File: src/rtl/maverickOne_pkg.sv
// rtl/maverickOne_pkg.sv - shared core sizing and register/lock types
package maverickOne_pkg;

  localparam int NUM_REGS        = 32;
  localparam int NUM_OUTSTANDING = 8;

  typedef logic [$clog2(NUM_REGS)-1:0] reg_idx_t;
  typedef logic [NUM_REGS-1:0]         locks_t;

endpackage

File: src/rtl/reg_lock_tracker_if.sv
// rtl/reg_lock_tracker_if.sv - launch/writeback bus and lock outputs of the tracker
interface reg_lock_tracker_if
  import maverickOne_pkg::*;
#(
  parameter int MAX_TOTAL = NUM_OUTSTANDING
);

  reg_idx_t                         launch_rd_i;
  logic                             launch_valid_i;
  logic                             launch_ready_o;
  reg_idx_t                         wb_rd_i;
  logic                             wb_valid_i;
  locks_t                           locks_o;
  logic [$clog2(MAX_TOTAL+1)-1:0]   outstanding_o;
  logic                             underflow_o;

  modport master (
    output launch_rd_i, launch_valid_i, wb_rd_i, wb_valid_i,
    input  launch_ready_o, locks_o, outstanding_o, underflow_o
  );

  modport slave (
    input  launch_rd_i, launch_valid_i, wb_rd_i, wb_valid_i,
    output launch_ready_o, locks_o, outstanding_o, underflow_o
  );

endinterface

File: src/rtl/reg_lock_counter.sv
// rtl/reg_lock_counter.sv - saturating pending-write counter for one register
module reg_lock_counter #(
  parameter int MAX = 3
) (
  input  logic clk_i,
  input  logic arst_ni,
  input  logic clear_i,
  input  logic inc_i,
  input  logic dec_i,
  output logic nonzero_o,
  output logic not_full_o,
  output logic underflow_o
);

  localparam int CW = $clog2(MAX + 1);

  logic [CW-1:0] cnt_q, cnt_d;

  // A simultaneous inc and dec always nets to zero, even from an empty count.
  always_comb begin
    cnt_d = cnt_q;
    if (clear_i) begin
      cnt_d = '0;
    end else if (inc_i && !dec_i && cnt_q != CW'(MAX)) begin
      cnt_d = cnt_q + 1'b1;
    end else if (dec_i && !inc_i && cnt_q != '0) begin
      cnt_d = cnt_q - 1'b1;
    end
  end

  always_ff @(posedge clk_i or negedge arst_ni) begin
    if (!arst_ni) begin
      cnt_q <= '0;
    end else begin
      cnt_q <= cnt_d;
    end
  end

  assign nonzero_o   = (cnt_q != '0);
  assign not_full_o  = (cnt_q != CW'(MAX));
  assign underflow_o = dec_i & ~inc_i & (cnt_q == '0);

endmodule

File: src/rtl/reg_lock_tracker.sv
// rtl/reg_lock_tracker.sv - per-register pending-write tracker producing the launcher lock vector
module reg_lock_tracker
  import maverickOne_pkg::*;
#(
  parameter int NUM_REGS    = maverickOne_pkg::NUM_REGS,
  parameter int MAX_PER_REG = 3,
  parameter int MAX_TOTAL   = NUM_OUTSTANDING
) (
  input  logic               clk_i,
  input  logic               arst_ni,
  input  logic               clear_i,
  reg_lock_tracker_if.slave  bus
);

  localparam int TW = $clog2(MAX_TOTAL + 1);

  logic [NUM_REGS-1:0] nonzero, not_full, uf_try;
  logic                launch_fire, wb_fire, inc_total, dec_total, total_room;
  logic [TW-1:0]       total_q, total_d;
  logic                underflow_q, underflow_d;

  assign nonzero[0]  = 1'b0;
  assign not_full[0] = 1'b1;
  assign uf_try[0]   = 1'b0;

  for (genvar r = 1; r < NUM_REGS; r++) begin : g_cnt
    logic inc, dec;
    assign inc = launch_fire & (bus.launch_rd_i == reg_idx_t'(r));
    assign dec = wb_fire     & (bus.wb_rd_i     == reg_idx_t'(r));

    reg_lock_counter #(.MAX(MAX_PER_REG)) u_cnt (
      .clk_i       (clk_i),
      .arst_ni     (arst_ni),
      .clear_i     (clear_i),
      .inc_i       (inc),
      .dec_i       (dec),
      .nonzero_o   (nonzero[r]),
      .not_full_o  (not_full[r]),
      .underflow_o (uf_try[r])
    );
  end

  // Ready ignores same-cycle writebacks so wb stays off this path; gated by reset
  // so it reads 0 while held and 1 as soon as reset releases.
  assign total_room         = (total_q < TW'(MAX_TOTAL));
  assign bus.launch_ready_o = arst_ni & ~clear_i &
                              ((bus.launch_rd_i == '0) |
                               (not_full[bus.launch_rd_i] & total_room));

  assign launch_fire = bus.launch_valid_i & bus.launch_ready_o;
  assign wb_fire     = bus.wb_valid_i & ~clear_i;
  assign inc_total   = launch_fire & (bus.launch_rd_i != '0);
  assign dec_total   = wb_fire & (bus.wb_rd_i != '0) & ~uf_try[bus.wb_rd_i];

  always_comb begin
    total_d     = total_q;
    underflow_d = underflow_q;
    if (clear_i) begin
      total_d     = '0;
      underflow_d = 1'b0;
    end else begin
      total_d     = total_q + TW'(inc_total) - TW'(dec_total);
      underflow_d = underflow_q | (|uf_try);
    end
  end

  always_ff @(posedge clk_i or negedge arst_ni) begin
    if (!arst_ni) begin
      total_q     <= '0;
      underflow_q <= 1'b0;
    end else begin
      total_q     <= total_d;
      underflow_q <= underflow_d;
    end
  end

  assign bus.locks_o       = locks_t'(nonzero);
  assign bus.outstanding_o = total_q;
  assign bus.underflow_o   = underflow_q;

endmodule
File: src/flat_wrapper.sv
// flat-port wrapper written by rule: the top's interface ports become plain ports
module reg_lock_tracker_flat import maverickOne_pkg::*;
#(
  parameter int NUM_REGS    = maverickOne_pkg::NUM_REGS,
  parameter int MAX_PER_REG = 3,
  parameter int MAX_TOTAL   = NUM_OUTSTANDING
)
  (clk_i, arst_ni, clear_i, bus_launch_rd_i, bus_launch_valid_i, bus_wb_rd_i, bus_wb_valid_i, bus_launch_ready_o, bus_locks_o, bus_outstanding_o, bus_underflow_o);
  reg_lock_tracker_if #(.MAX_TOTAL(MAX_TOTAL)) bus_i ();
  input  logic clk_i;
  input  logic arst_ni;
  input  logic clear_i;
  input wire logic [$bits(bus_i.launch_rd_i)-1:0] bus_launch_rd_i;
  input wire logic [$bits(bus_i.launch_valid_i)-1:0] bus_launch_valid_i;
  input wire logic [$bits(bus_i.wb_rd_i)-1:0] bus_wb_rd_i;
  input wire logic [$bits(bus_i.wb_valid_i)-1:0] bus_wb_valid_i;
  output wire logic [$bits(bus_i.launch_ready_o)-1:0] bus_launch_ready_o;
  output wire logic [$bits(bus_i.locks_o)-1:0] bus_locks_o;
  output wire logic [$bits(bus_i.outstanding_o)-1:0] bus_outstanding_o;
  output wire logic [$bits(bus_i.underflow_o)-1:0] bus_underflow_o;
  assign bus_i.launch_rd_i = bus_launch_rd_i;
  assign bus_i.launch_valid_i = bus_launch_valid_i;
  assign bus_i.wb_rd_i = bus_wb_rd_i;
  assign bus_i.wb_valid_i = bus_wb_valid_i;
  assign bus_launch_ready_o = bus_i.launch_ready_o;
  assign bus_locks_o = bus_i.locks_o;
  assign bus_outstanding_o = bus_i.outstanding_o;
  assign bus_underflow_o = bus_i.underflow_o;
  reg_lock_tracker #(.NUM_REGS(NUM_REGS), .MAX_PER_REG(MAX_PER_REG), .MAX_TOTAL(MAX_TOTAL)) u_core (.clk_i(clk_i), .arst_ni(arst_ni), .clear_i(clear_i), .bus(bus_i));
endmodule
File: config.mk
export PLATFORM = sky130hd
export DESIGN_NAME = reg_lock_tracker_flat
export DESIGN_NICKNAME = d
export VERILOG_FILES = /design/src/rtl/maverickOne_pkg.sv /design/src/rtl/reg_lock_tracker_if.sv /design/src/rtl/reg_lock_counter.sv /design/src/rtl/reg_lock_tracker.sv /design/src/flat_wrapper.sv
export SDC_FILE = /design/constraint.sdc
export NUM_CORES = 1
export LEC_CHECK = 0
export ABC_AREA = 1
export CELL_PAD_IN_SITES_DETAIL_PLACEMENT = 0
export CELL_PAD_IN_SITES_GLOBAL_PLACEMENT = 1
export CORE_AREA = 2 2 126 128
export DETAILED_ROUTE_END_ITERATION = 10
export DIE_AREA = 0 0 128 130
export PLACE_DENSITY = 0.9
export SLEW_MARGIN = 10
export SYNTH_ARGS = -nofsm -noshare
export SYNTH_HDL_FRONTEND = slang
export SYNTH_HIERARCHICAL = 1
export SYNTH_SLANG_ARGS = --single-unit
File: constraint.sdc
create_clock -name clk_i -period 6.15 [get_ports clk_i]
set_input_delay 0.9225 -clock clk_i [delete_from_list [all_inputs] [get_ports clk_i]]
set_output_delay 0.9225 -clock clk_i [all_outputs]
set_load 0.05 [all_outputs]
==> flow_summary.json <==
{
  "synth_ff_type": "dfrtp_1",
  "cts_tree": "yes",
  "nets": 1181,
  "grt_max_degree": 68,
  "p_switching_mw": 0.377,
  "dp_slack_ps": 768,
  "htreeDepth": 3,
  "crit_top_cell": "nand2_1",
  "hold_path_class": "reg2reg",
  "synth_edf_count": 0,
  "num_vias": 7148,
  "drive_gt1_frac": 0.216,
  "finalSetupViolations": 0,
  "run_status": "complete, no violations",
  "vdd_drop_max_v": 0.000200,
  "first_pass_iters": 5,
  "r2r_end": "u_core/bus.outstanding_o[3]",
  "cp_top_family": "simple AND/OR/NAND/NOR gates",
  "yosysUniqueCellTypes": 36,
  "rsz0062_at_grt": "false",
  "coreArea_um2": 15400,
  "worst_ep_required_time_ps": 6360,
  "ioPinCount": 53,
  "yosysSeqAreaShare": 0.248,
  "register_area_um2": 1680,
  "die_w_um": 128,
  "yosys.area.top_type": "dfrtp_1",
  "syn_nets": 1127,
  "p_per_area_nw_per_um2": 171,
  "internal_power_mw": 0.957,
  "vias_per_cell": 5.26,
  "synth.area.top_cells": "dfrtp_1, nand2_1, nand3_1, inv_1, nor2_1",
  "final_antenna_net_count": 0,
  "cpMaxStageDelayCell": "clkdlybuf4s50_1",
  "grt_first_pass_wirelength_um": 31300,
  "worst_slack_ps": 1030,
  "maxCapViolCount": 0,
  "finalHoldViolCount": 0,
  "critPathBufInv": 2,
  "async_flop_share": 1.00,
  "min_period_ps": 5120,
  "die_area_um2": 16600,
  "critPathLaunchType": "input port",
  "synthDominantCellAreaShare": 0.248,
  "power_frac_clock": 0.485,
  "seqPwrFrac": 0.345,
  "drtIter0Drc": 504,
  "fill_cells": 1606,
  "ys_ff_latch": 67,
  "cts_hold_buffers": 0,
  "cts_made_buffers": 9,
  "yosysMostFrequentCell": "nand2_1",
  "timing_worst_setup_path_type": "in2reg",
  "cp.depth": 26,
  "r2r-start": "u_core/g_cnt[25].u_cnt/cnt_q[0]",
  "die_height_um": 130,
  "multi_input_area_um2": 4240,
  "clockBufferDepth": 2,
  "arrival_ps": 5340,
  "dpl.hpwl_um": 14200,
  "synthTopCellsByCount": "nand2_1, inv_1, nor2_1",
  "avgRoutedWirePerCell_um": 13.8,
  "clkLatencyLatePin_ps": 350,
  "maxSlewViolCount": 0,
  "finalClockSkew_ps": 8.52,
  "drt-total-wl_um": 18700,
  "post_cts_buffers": 0,
  "track_usage": 0.235,
  "maxSlewHeadroom": 0.387,
  "gp_congestion": 0.932,
  "cts_root_buffer": "clkbuf_16",
  "cts_sinks": 67,
  "netlist_instances": 1107,
  "antenna_found_initial": 0,
  "cp-end-kind": "flip-flop",
  "cts_resized": 0,
  "rows": 46,
  "timing.final.crit_share": 0.833,
  "syn_to_final_growth_pct": 15.5,
  "swShare": 0.283,
  "setup_tns_ps": 0,
  "overflow": 0,
  "yosysWarnings": 6,
  "critPathLaunch": "bus_launch_rd_i[0]",
  "netlist_area_um2": 6760,
  "p_leak_nw": 3.47,
  "cpPeakStageDelay_ps": 590,
  "drc": 0,
  "power_mw": 1.33,
  "combPwrFrac": 0.170,
  "timing.fmax_mhz": 195,
  "num_antenna_cells": 0,
  "start_util": 0.438,
  "r2r_slack_ps": 2070,
  "clk_pin_slew_ps": 60,
  "worstSetupEndpoint": "u_core/bus.outstanding_o[3]",
  "avgSynthCellArea_um2": 6.10,
  "r2r_cells": 25,
  "grt_pass1_vias": 6365,
  "numPortBuffers": 51,
  "worst_slew_pin_slew_ps": 920,
  "cp_max_fo": 31
}
## per-stage QoR
| step | utilization | cell area, µm² | instances | hold WS (ps) |
|---|---|---|---|---|
| after global routing | 0.506 | 7800 | 1358 | 617 |
| after detailed placement | 0.482 | 7440 | 1342 | 576 |
| final | 0.506 | 7800 | 1358 | 584 |
| after CTS | 0.506 | 7800 | 1358 | 585 |
| after global placement | 0.482 | 7440 | 1342 | 570 |
| after floorplan | - | 6760 | 1107 | 547 |
## metal layers
metal	routed length, µm	part of all wire	global-route usage	vias up
li1	-	-	-	3660
met1	9120	0.49	0.331	3253
met2	8120	0.43	0.370	195
met3	981	0.052	0.0308	40
met4	506	0.027	0.0886	0
met5	0	0	0	-
## worst min-delay path by stage
stage / start / endpoint / slack (ps) / cells after the start
2_1_floorplan: u_core/g_cnt[10].u_cnt/cnt_q[0] / u_core/g_cnt[10].u_cnt/cnt_q[0] / 550 / 3
3_3_place_gp: u_core/g_cnt[11].u_cnt/cnt_q[0] / u_core/g_cnt[11].u_cnt/cnt_q[0] / 570 / 3
3_5_place_dp: u_core/g_cnt[8].u_cnt/cnt_q[0] / u_core/g_cnt[8].u_cnt/cnt_q[0] / 580 / 3
4_1_cts: u_core/g_cnt[8].u_cnt/cnt_q[0] / u_core/g_cnt[8].u_cnt/cnt_q[0] / 590 / 3
5_1_grt: u_core/g_cnt[3].u_cnt/cnt_q[0] / u_core/g_cnt[3].u_cnt/cnt_q[0] / 620 / 3
6_report: u_core/g_cnt[13].u_cnt/cnt_q[0] / u_core/g_cnt[13].u_cnt/cnt_q[0] / 580 / 3
## registers in the layout (all words and copies together) (netlist names)
register	count
u_core/g_cnt.u_cnt/cnt_q	62
u_core/bus.outstanding_o	4
u_core/bus.underflow_o	1
## cell families after synthesis
logic type,Yosys count,synth area share
simple gates,771,0.549
buf+inv,207,0.125
flops,67,0.248
compound gates,53,0.0626
fa+ha+maj,5,0.0104
xor+xnor,3,0.00389
other cells,1,0.000555
## power groups by stage
| stage | combinational [mW] | clock [mW] | sequential, mW |
|---|---|---|---|
| 2_1_floorplan | 0.122 | 0 | 0.495 |
| 3_3_place_gp | 0.225 | 0 | 0.468 |
| 3_5_place_dp | 0.226 | 0 | 0.468 |
| 4_1_cts | 0.226 | 0.664 | 0.461 |
| 5_1_grt | 0.249 | 0.681 | 0.462 |
| 6_report | 0.227 | 0.646 | 0.461 |
## cell type report
type / instances / area share
flip-flops and latches: 67 / 0.215
clock inverters: 7 / 0.0180
inverters: 190 / 0.0914
repair buffers: 60 / 0.0734
well taps: 192 / 0.0308
clock buffers: 9 / 0.0289
multi-input cells: 833 / 0.543
## placed cells by master, fill, tap and decap left out, types with 32 or more instances in the layout
| cell | count |
|---|---|
| clkdlybuf4s50_1 | 49 |
| dfrtp_1 | 67 |
| inv_1 | 122 |
| inv_2 | 65 |
| nand2_1 | 316 |
| nand2_2 | 64 |
| nand3_1 | 104 |
| nand3_2 | 32 |
| nand4_1 | 65 |
| nor2_1 | 119 |
## worst min-delay path, delay by kind of cell (launching register included)
family | cells | cell delay (ps)
flops | 1 | 400
buf+inv | 1 | 50
simple gates | 2 | 100
Power figures use the tool's default switching activity.
